<file path="config.mk">
export PLATFORM = sky130hd
export DESIGN_NAME = pa_multi
export DESIGN_NICKNAME = d
export VERILOG_FILES = /design/src/rtl/pa_pkg.sv /design/src/rtl/pa_chan.sv /design/src/rtl/pa_multi.sv
export SDC_FILE = /design/constraint.sdc
export NUM_CORES = 2
export LEC_CHECK = 0
export ABC_AREA = 1
export CAP_MARGIN = 20
export CORE_MARGIN = 5
export CORE_UTILIZATION = 60
export CTS_CLUSTER_DIAMETER = 120
export DETAILED_ROUTE_END_ITERATION = 8
export HOLD_SLACK_MARGIN = 0.06
export PLACE_DENSITY_LB_ADDON = 0.1
export SYNTH_ARGS = -nofsm -noshare
export SYNTH_HDL_FRONTEND = slang
export SYNTH_HIERARCHICAL = 1
export SYNTH_SLANG_ARGS = --single-unit
</file>
<file path="constraint.sdc">
create_clock -name clk -period 3.95 [get_ports clk]
set_input_delay 0.5925 -clock clk [delete_from_list [all_inputs] [get_ports clk]]
set_output_delay 0.5925 -clock clk [all_outputs]
set_load 0.005 [all_outputs]
</file>
<file path="src/rtl/pa_pkg.sv">
// ---------------------------------------------------------------------------
// pa_pkg
// Shared definitions for the multi-channel phase accumulator:
//   - cfg_addr_e : register map of the configuration write port
//   - pa_state_e : control FSM states (reset / idle / apply-commit)
// ---------------------------------------------------------------------------
package pa_pkg;

  typedef enum logic [2:0] {
    CFG_FTW   = 3'd0,
    CFG_POW   = 3'd1,
    CFG_DELTA = 3'd2,
    CFG_LIMIT = 3'd3,
    CFG_MODE  = 3'd4
  } cfg_addr_e;

  typedef enum logic [1:0] {
    ST_RESET = 2'd0,
    ST_IDLE  = 2'd1,
    ST_APPLY = 2'd2
  } pa_state_e;

endpackage

</file>
<file path="src/rtl/pa_chan.sv">
// ---------------------------------------------------------------------------
// pa_chan
// One DDS phase-accumulator channel: shadow configuration registers, active
// (committed) registers, the accumulator, optional linear frequency sweep and
// the registered, offset-adjusted, truncated phase output.
//
// Ports:
//   clk, n_RST          clock, synchronous active-low reset
//   wr_ftw..wr_mode     one-hot shadow register write strobes
//   wr_data             write data (POW uses low bits, MODE uses bit 0)
//   apply               copy shadow -> active at the end of this cycle
//   sync_clr            clear the accumulator
//   phase_out           registered truncated phase
//   sweep_done          sweep has saturated at LIMIT
// ---------------------------------------------------------------------------
module pa_chan
  import pa_pkg::*;
#(
  parameter int PA_WIDTH     = 23,
  parameter int TUNE_WIDTH   = 16,
  parameter int POW_WIDTH    = 12,
  parameter int PA_OUT_WIDTH = 14
) (
  input  logic                    clk,
  input  logic                    n_RST,
  input  logic                    wr_ftw,
  input  logic                    wr_pow,
  input  logic                    wr_delta,
  input  logic                    wr_limit,
  input  logic                    wr_mode,
  input  logic [TUNE_WIDTH-1:0]   wr_data,
  input  logic                    apply,
  input  logic                    sync_clr,
  output logic [PA_OUT_WIDTH-1:0] phase_out,
  output logic                    sweep_done
);

  // Shadow (written by the control port)
  logic [TUNE_WIDTH-1:0]   sh_ftw_q, sh_ftw_d;
  logic [POW_WIDTH-1:0]    sh_pow_q, sh_pow_d;
  logic [TUNE_WIDTH-1:0]   sh_delta_q, sh_delta_d;
  logic [TUNE_WIDTH-1:0]   sh_limit_q, sh_limit_d;
  logic                    sh_mode_q, sh_mode_d;

  // Active (used by the datapath)
  logic [TUNE_WIDTH-1:0]   ftw_q, ftw_d;
  logic [POW_WIDTH-1:0]    pow_q, pow_d;
  logic [TUNE_WIDTH-1:0]   delta_q, delta_d;
  logic [TUNE_WIDTH-1:0]   limit_q, limit_d;
  logic                    mode_q, mode_d;
  logic                    done_q, done_d;

  logic [PA_WIDTH-1:0]     acc_q, acc_d;
  logic [PA_OUT_WIDTH-1:0] phase_q, phase_d;

  logic [TUNE_WIDTH:0]     sweep_sum;
  logic [PA_WIDTH-1:0]     phase_sum;

  always_comb begin
    sh_ftw_d   = sh_ftw_q;
    sh_pow_d   = sh_pow_q;
    sh_delta_d = sh_delta_q;
    sh_limit_d = sh_limit_q;
    sh_mode_d  = sh_mode_q;
    if (wr_ftw)   sh_ftw_d   = wr_data;
    if (wr_pow)   sh_pow_d   = POW_WIDTH'(wr_data);
    if (wr_delta) sh_delta_d = wr_data;
    if (wr_limit) sh_limit_d = wr_data;
    if (wr_mode)  sh_mode_d  = wr_data[0];
  end

  always_comb begin
    ftw_d   = ftw_q;
    pow_d   = pow_q;
    delta_d = delta_q;
    limit_d = limit_q;
    mode_d  = mode_q;
    done_d  = done_q;

    // One extra bit so FTW + DELTA can never wrap below LIMIT.
    sweep_sum = {1'b0, ftw_q} + {1'b0, delta_q};

    if (apply) begin
      // Loading a fresh FTW restarts any sweep from its start value.
      ftw_d   = sh_ftw_q;
      pow_d   = sh_pow_q;
      delta_d = sh_delta_q;
      limit_d = sh_limit_q;
      mode_d  = sh_mode_q;
      done_d  = 1'b0;
    end else if (mode_q) begin
      if (sweep_sum >= {1'b0, limit_q}) begin
        ftw_d  = limit_q;
        done_d = 1'b1;
      end else begin
        ftw_d  = sweep_sum[TUNE_WIDTH-1:0];
      end
    end

    acc_d = sync_clr ? '0 : acc_q + PA_WIDTH'(ftw_q);

    // Offset is left-aligned into the accumulator width; the sum wraps.
    phase_sum = acc_q + (PA_WIDTH'(pow_q) << (PA_WIDTH - POW_WIDTH));
    phase_d   = phase_sum[PA_WIDTH-1 -: PA_OUT_WIDTH];
  end

  always_ff @(posedge clk) begin
    if (!n_RST) begin
      sh_ftw_q   <= '0;
      sh_pow_q   <= '0;
      sh_delta_q <= '0;
      sh_limit_q <= '0;
      sh_mode_q  <= 1'b0;
      ftw_q      <= '0;
      pow_q      <= '0;
      delta_q    <= '0;
      limit_q    <= '0;
      mode_q     <= 1'b0;
      done_q     <= 1'b0;
      acc_q      <= '0;
      phase_q    <= '0;
    end else begin
      sh_ftw_q   <= sh_ftw_d;
      sh_pow_q   <= sh_pow_d;
      sh_delta_q <= sh_delta_d;
      sh_limit_q <= sh_limit_d;
      sh_mode_q  <= sh_mode_d;
      ftw_q      <= ftw_d;
      pow_q      <= pow_d;
      delta_q    <= delta_d;
      limit_q    <= limit_d;
      mode_q     <= mode_d;
      done_q     <= done_d;
      acc_q      <= acc_d;
      phase_q    <= phase_d;
    end
  end

  assign phase_out  = phase_q;
  assign sweep_done = done_q;

endmodule

</file>
<file path="src/rtl/pa_multi.sv">
// ---------------------------------------------------------------------------
// pa_multi
// Multi-channel DDS phase accumulator. Holds the commit FSM, the config
// address decode and out_valid; per-channel state lives in pa_chan.
//
// Ports:
//   clk, n_RST   clock, synchronous active-low reset
//   cfg_valid    config write request; cfg_ready high only in IDLE
//   cfg_chan     target channel (out-of-range channels are ignored)
//   cfg_addr     0=FTW 1=POW 2=DELTA 3=LIMIT 4=MODE, 5-7 ignored
//   cfg_data     write data
//   commit       copy all shadow registers to active, all channels at once
//   sync_clr     clear all accumulators
//   phase_out    channel k at [k*PA_OUT_WIDTH +: PA_OUT_WIDTH]
//   out_valid    phase_out meaningful (from the 2nd edge after reset release)
//   sweep_done   per-channel sweep-reached-limit flags
// ---------------------------------------------------------------------------
module pa_multi
  import pa_pkg::*;
#(
  parameter int NUM_CH       = 4,
  parameter int PA_WIDTH     = 23,
  parameter int TUNE_WIDTH   = 16,
  parameter int POW_WIDTH    = 12,
  parameter int PA_OUT_WIDTH = 14,
  localparam int CH_W        = (NUM_CH > 1) ? $clog2(NUM_CH) : 1
) (
  input  logic                           clk,
  input  logic                           n_RST,
  input  logic                           cfg_valid,
  output logic                           cfg_ready,
  input  logic [CH_W-1:0]                cfg_chan,
  input  logic [2:0]                     cfg_addr,
  input  logic [TUNE_WIDTH-1:0]          cfg_data,
  input  logic                           commit,
  input  logic                           sync_clr,
  output logic [NUM_CH*PA_OUT_WIDTH-1:0] phase_out,
  output logic                           out_valid,
  output logic [NUM_CH-1:0]              sweep_done
);

  pa_state_e state_q, state_d;
  logic      out_valid_q, out_valid_d;
  logic      wr_accept;
  logic      apply;
  logic      fld_ftw, fld_pow, fld_delta, fld_limit, fld_mode;

  always_comb begin
    state_d = state_q;
    case (state_q)
      ST_RESET: state_d = ST_IDLE;
      ST_IDLE:  if (commit) state_d = ST_APPLY;
      ST_APPLY: state_d = ST_IDLE;
      default:  state_d = ST_RESET;
    endcase
    // Once out of RESET the FSM never returns there without n_RST,
    // which clears this flag anyway.
    out_valid_d = (state_q != ST_RESET);
  end

  always_ff @(posedge clk) begin
    if (!n_RST) begin
      state_q     <= ST_RESET;
      out_valid_q <= 1'b0;
    end else begin
      state_q     <= state_d;
      out_valid_q <= out_valid_d;
    end
  end

  assign cfg_ready = (state_q == ST_IDLE);
  assign apply     = (state_q == ST_APPLY);
  assign wr_accept = cfg_valid && cfg_ready;
  assign out_valid = out_valid_q;

  // Reserved addresses decode to no field and are silently dropped.
  always_comb begin
    fld_ftw   = 1'b0;
    fld_pow   = 1'b0;
    fld_delta = 1'b0;
    fld_limit = 1'b0;
    fld_mode  = 1'b0;
    case (cfg_addr)
      CFG_FTW:   fld_ftw   = 1'b1;
      CFG_POW:   fld_pow   = 1'b1;
      CFG_DELTA: fld_delta = 1'b1;
      CFG_LIMIT: fld_limit = 1'b1;
      CFG_MODE:  fld_mode  = 1'b1;
      default:   ;
    endcase
  end

  // Channel indices >= NUM_CH match no instance, so such writes vanish.
  for (genvar gi = 0; gi < NUM_CH; gi++) begin : g_chan
    logic sel;
    assign sel = wr_accept && (cfg_chan == CH_W'(gi));

    pa_chan #(
      .PA_WIDTH     (PA_WIDTH),
      .TUNE_WIDTH   (TUNE_WIDTH),
      .POW_WIDTH    (POW_WIDTH),
      .PA_OUT_WIDTH (PA_OUT_WIDTH)
    ) u_chan (
      .clk        (clk),
      .n_RST      (n_RST),
      .wr_ftw     (sel && fld_ftw),
      .wr_pow     (sel && fld_pow),
      .wr_delta   (sel && fld_delta),
      .wr_limit   (sel && fld_limit),
      .wr_mode    (sel && fld_mode),
      .wr_data    (cfg_data),
      .apply      (apply),
      .sync_clr   (sync_clr),
      .phase_out  (phase_out[gi*PA_OUT_WIDTH +: PA_OUT_WIDTH]),
      .sweep_done (sweep_done[gi])
    );
  end

endmodule

</file>
# Word level (Yosys, flattened, before mapping)
# Cells that the tools add are included.
# totals
regBits	643
# classes
n_addsub	12
eq_ne	10
n_reduce_logical	40
n_bitwise	1
n_lt_le_gt_ge	4
muxes	19
# op_table
operator	n
16-bit two-way mux	12
23-bit by 16-bit adder with 23-bit output	4
23-bit adder	4
16-bit by 16-bit adder with 17-bit output	4
17-bit by 16-bit greater-or-equal comparator with 1-bit output	4
1-bit logical AND	25
2-bit nonzero test	5
2-bit AND reduction	4
2-bit equality test, second input constant	3
3-bit by 2-bit equality test with 1-bit output, second input constant	2
2-bit OR reduction	3
1-bit two-way mux	5
2-bit by 1-bit equality test with 1-bit output, second input constant	2
2-bit zero test	2
2-bit case mux with 2 select lines	1
3-bit by 1-bit equality test with 1-bit output, second input constant	1
3-bit equality test, second input constant	1
3-bit zero test	1
2-bit two-way mux	1
2-bit by 1-bit != test with 1-bit output, second input constant	1
1-bit inverter	1

# Logic depth before layout (Yosys ltp)
# depth
word_depth	5
ltp_mapped	28
ltp_nobuf	27

# Cells and area by module
# Netlist, hierarchy kept.
# modules_own_cells
module	seq_area_each_um2	cells_per_inst	area_per_inst_um2	instances
pa_chan (g_chan[1].u_chan ...)	3203.1	1085	7967.6	2
pa_chan (g_chan[3].u_chan)	3203.1	1116	8197.9	1
pa_chan (g_chan[0].u_chan)	3203.1	1099	8144.1	1
pa_multi	60.1	53	267.8	1

# Worst setup path after synthesis
# No wires, ideal clock.
# synth_path
path_type	register to register
startpoint	register g_chan[1].u_chan.ftw_q[0]
endpoint	register g_chan[1].u_chan.done_q
path_slack_ps	955
path_stages_with_launch	25
t_arrival_ps	2868
cell_sequence	dfxtp_1 -> ha_1 -> fa_1 -> nand3_1 -> nand2_1 -> nand2_1 -> nand2_1 -> nand2_1 -> nand2_1 -> xnor2_1 -> inv_1 -> ha_1 -> nand2_1 -> nand2_1 -> a21oi_1 -> nor2_1 -> nor2_1 -> nand2_1 -> nand2_1 -> nand2_1 -> nand2_2 -> nand3_4 -> buf_6 -> a21oi_1 -> nor3_1
# synth_between
elab_chain_cells	3
# synth_lines
element	line	text
from (decl)	pa_chan.sv:46	logic [TUNE_WIDTH-1:0] ftw_q, ftw_d;
from (signal assigned)	pa_chan.sv:128	ftw_q <= ftw_d;
16-bit by 16-bit adder with 17-bit output	pa_chan.sv:81	sweep_sum = {1'b0, ftw_q} + {1'b0, delta_q};
17-bit by 16-bit greater-or-equal comparator with 1-bit output	pa_chan.sv:92	if (sweep_sum >= {1'b0, limit_q}) begin
2-bit AND reduction (no line)	--	
to (signal assigned)	pa_chan.sv:133	done_q <= done_d;
to (decl)	pa_chan.sv:51	logic done_q, done_d;
# Every way passes these cells.
# A chain may end at the register's enable or synchronous reset.

# Final worst setup path
# layout_path
startpoint	register g_chan[0].u_chan.ftw_q[0]
endpoint	register g_chan[0].u_chan.done_q
# layout_between
elab_chain_cells	3
# layout_lines
element	line
from (decl)	pa_chan.sv:46
from (signal assigned)	pa_chan.sv:128
16-bit by 16-bit adder with 17-bit output	pa_chan.sv:81
17-bit by 16-bit greater-or-equal comparator with 1-bit output	pa_chan.sv:92
2-bit AND reduction (no line)	--
to (signal assigned)	pa_chan.sv:133
to (decl)	pa_chan.sv:51
# Every way passes these cells.

==> results_dict.tcl <==
set metrics [dict create \
    outcome "finished clean" \
    dr.pass1.iters 6 \
    viasPerCell 5.72 \
    finalCriticalPeriod_ns 3.62 \
    path_delay_family "simple AND/OR/NAND/NOR gates" \
    antenna_found_initial 2 \
    crit_type "reg2reg" \
    fp.dieW_um 243 \
    portBuffers 87 \
    synthFlopType "dfxtp_1" \
    ys_top_cells_by_area "dfxtp_1 40%, nor2_1 10%, o21ai_0 9.1%" \
    cts_htree_levels 3 \
    rows 85 \
    syn_area_sq_um 32500 \
    ant_nets 0 \
    postSynthAreaPerCell_sq_um 7.33 \
    power_density_nw_per_um2 428 \
    wl_per_cell_um 17.5 \
    setup_violations 0 \
    area_delta_synth_final_pct 12.1 \
    ff2ff_path_depth 23 \
    synth.largest_area_cell "dfxtp_1" \
    core_sq_um 53800 \
    ys_ff_latch 643 \
    drcViolationCount 0 \
    hold_start "n_RST" \
    drt_iter0_drc 2720 \
    leakagePower_nw 16.9 \
    cp-start-kind "flop" \
    synth_nets 4712 \
    path_clk_slew_ns 0.06 \
    finalHoldViolCount 0 \
    worstPathMaxFanout 17 \
    grt_max_degree 142 \
    grt.overflow.total 0 \
    fin_tns_setup_ns 0 \
    min_to "g_chan[1].u_chan/phase_out[1]" \
    post-cts-setup-buffers 0 \
    yosysTopAreaCellShare 0.396 \
    cts_tree "built" \
    start_util 0.605 \
    synth_cell_types 48 \
    rrSetupSlack_ns 0.33 \
    holdCritPathClass "in2reg" \
    routed-via-count 30000 \
    ioPinCount 88 \
    cts_root_buffer "clkbuf_16" \
    path_common_cell "nand2_1" \
    internal_power_w 0.0114 \
    grt_pass1_wl_um 145000 \
    crit_arrival_ns 4.11 \
    ys_seq_area_frac 0.396 \
    ir_worst_vdd_v 0.000399 \
    reg2reg_to "g_chan[0].u_chan/sweep_done" \
    synth_edf_count 0 \
    async_flop_share 0 \
    path_cells "ha_1, fa_1, nand3_1, nand2_1, nand2_1, nand2_1, nand3_1, nand3b_1, nand2_1, inv_1, ha_1, a21oi_1, nand2_1, nand2_1, nand2_1, nor2_1, nand2_1, nand2_1, nand2_1, nand2_2, nand3_4, a21oi_1, nor3_2" \
    clock_skew_ns 0.0186 \
    p_comb_frac 0.134 \
    hpwl_um 63100 \
    fmax_mhz 276 \
    yosys_warnings 6 \
    cts_buffer_depth 3 \
    die_y_um 243 \
    min_path_cells 3 \
    fin_nets 4768 \
    clkSinkCount 643 \
    postSynthCellCount 4438 \
    switching_share 0.270 \
    drv_slew 0 \
    relSlewSlack 0.280 \
    die-area_sq_um 59000 \
    required_ns 4.44 \
    p_switching_w 0.00422 \
    crit_buf_inv 1 \
    r2r-start "g_chan[0].u_chan/ftw_q[0]" \
    seqPwrFrac 0.431 \
    drive_above_1_share 0.0612 \
    rsz0062_at_grt "no" \
    yosys-top-cells-count "884 x nor2_1, 643 x dfxtp_1, 595 x o21ai_0" \
    yosysMostFrequentCell "nor2_1" \
    cpPeakStageDelay_ns 0.41 \
    place.gp.congestion 0.978 \
    crit_path_end_kind "flop" \
    tightest_slew_ns 1.08 \
    wl_um 91600 \
    fillers 4750 \
    cts_buffers 69 \
    grt_pass1_vias 27100 \
    drv_cap 0 \
    slowest_stage "fa_1" \
    final_util 0.678 \
    clkPwrFrac 0.436 \
    finalCritPeriodShare 0.917 \
    clock_latency_ns 0.62 \
    globalRouteTotalUtil 0.298 \
]
==> flip-flops by register name, indices dropped and copies added (netlist names) <==
| register | cells |
|---|---|
| state_q | 2 |
| g_chan.u_chan/sh_delta_q | 64 |
| g_chan.u_chan/limit_q | 64 |
| g_chan.u_chan/sh_pow_q | 48 |
| g_chan.u_chan/ftw_q | 64 |
| g_chan.u_chan/delta_q | 64 |
| g_chan.u_chan/pow_q | 48 |
| g_chan.u_chan/phase_out | 56 |
| g_chan.u_chan/sh_mode_q | 4 |
| g_chan.u_chan/sweep_done | 4 |
| out_valid | 1 |
| g_chan.u_chan/sh_limit_q | 64 |
| g_chan.u_chan/sh_ftw_q | 64 |
| g_chan.u_chan/acc_q | 92 |
| g_chan.u_chan/mode_q | 4 |
==> power groups by stage <==
stage / clock [W] / combinational [W] / sequential, W
2_1_floorplan: 0 / 0.00154 / 0.00682
3_3_place_gp: 0 / 0.00202 / 0.00686
3_5_place_dp: 0 / 0.00204 / 0.00686
4_1_cts: 0.00689 / 0.00205 / 0.00672
5_1_grt: 0.00719 / 0.00233 / 0.00673
6_report: 0.00680 / 0.00209 / 0.00672
==> layout make-up <==
| class | instances | area, sq um | share of cell area |
|---|---|---|---|
| Sequential cell | 643 | 12900 | 0.353 |
| Tap cell | 696 | 871 | 0.0239 |
| Antenna cell | 1 | 2.50 | 0.0000686 |
| Timing Repair Buffer | 145 | 1330 | 0.0363 |
| Multi-Input combinational cell | 3236 | 17500 | 0.480 |
| Inverter | 399 | 1500 | 0.0411 |
| Clock buffer | 100 | 2080 | 0.0569 |
| Clock inverter | 22 | 310 | 0.00851 |
==> tightest hold or removal path: stages <==
cell,delay [ns]
buf_8,0.23
nand2_1,0.11
inv_1,0.03
==> stage by stage <==
stage | setup WS (ns) | total power (W) | cell area (sq um) | hold WS, ns | cells
3_5_place_dp | 0.390 | 0.00890 | 34100 | 0.439 | 5116
4_1_cts | 0.372 | 0.0157 | 36400 | 0.392 | 5238
5_1_grt | 0.0340 | 0.0162 | 36500 | 0.432 | 5241
6_report | 0.330 | 0.0156 | 36500 | 0.401 | 5242
2_1_floorplan | 0.955 | 0.00835 | 32500 | 0.417 | 4438
3_3_place_gp | 0.486 | 0.00888 | 34000 | 0.436 | 5113
==> cells by family after synthesis <==
kind of cell    Yosys count  share of synthesized area
xor+xnor                 41                     0.0110
compound gates         1203                      0.200
fa+ha+maj               248                     0.0981
simple gates           1744                      0.229
buf+inv                 559                     0.0667
flops                   643                      0.396
==> routing by layer <==
| metal | GRT usage | wire [um] | vias to the layer above |
|---|---|---|---|
| met4 | 0.102 | 3540 | 2 |
| li1 | - | - | 15000 |
| met5 | 0 | 13 | - |
| met3 | 0.0542 | 6750 | 196 |
| met2 | 0.462 | 40000 | 944 |
| met1 | 0.422 | 41300 | 13800 |
==> cells in the final DEF, fill, tap and decap left out, types with 72 or more instances in the layout <==
cell and n:
clkdlybuf4s50_1 80, inv_1 391, nand3_1 154, a21oi_1 433
nand2_1 509, o21ai_0 595, clkbuf_16 72, dfxtp_1 643
nor2_1 883, ha_1 236, nand4_1 83
==> worst max-delay path by stage <==
stage                               from  depth (start not counted)  slack [ns]                     endpoint
2_1_floorplan  g_chan[1].u_chan/ftw_q[0]                         24        0.95  g_chan[1].u_chan/sweep_done
3_3_place_gp   g_chan[2].u_chan/ftw_q[0]                         24        0.49   g_chan[2].u_chan/ftw_q[11]
3_5_place_dp   g_chan[2].u_chan/ftw_q[0]                         24        0.39   g_chan[2].u_chan/ftw_q[12]
4_1_cts        g_chan[2].u_chan/ftw_q[0]                         24        0.37    g_chan[2].u_chan/ftw_q[4]
5_1_grt        g_chan[3].u_chan/ftw_q[0]                         18        0.03    g_chan[3].u_chan/ftw_q[2]
6_report       g_chan[0].u_chan/ftw_q[0]                         23        0.33  g_chan[0].u_chan/sweep_done
==> timing repair <==
action | 4_1_cts | 5_1_grt
resized for setup | 0 | 1
hold buffers | 0 | 0
setup endpoints to repair | 0 | 8
Note: power is estimated with default switching activity, not from simulation.
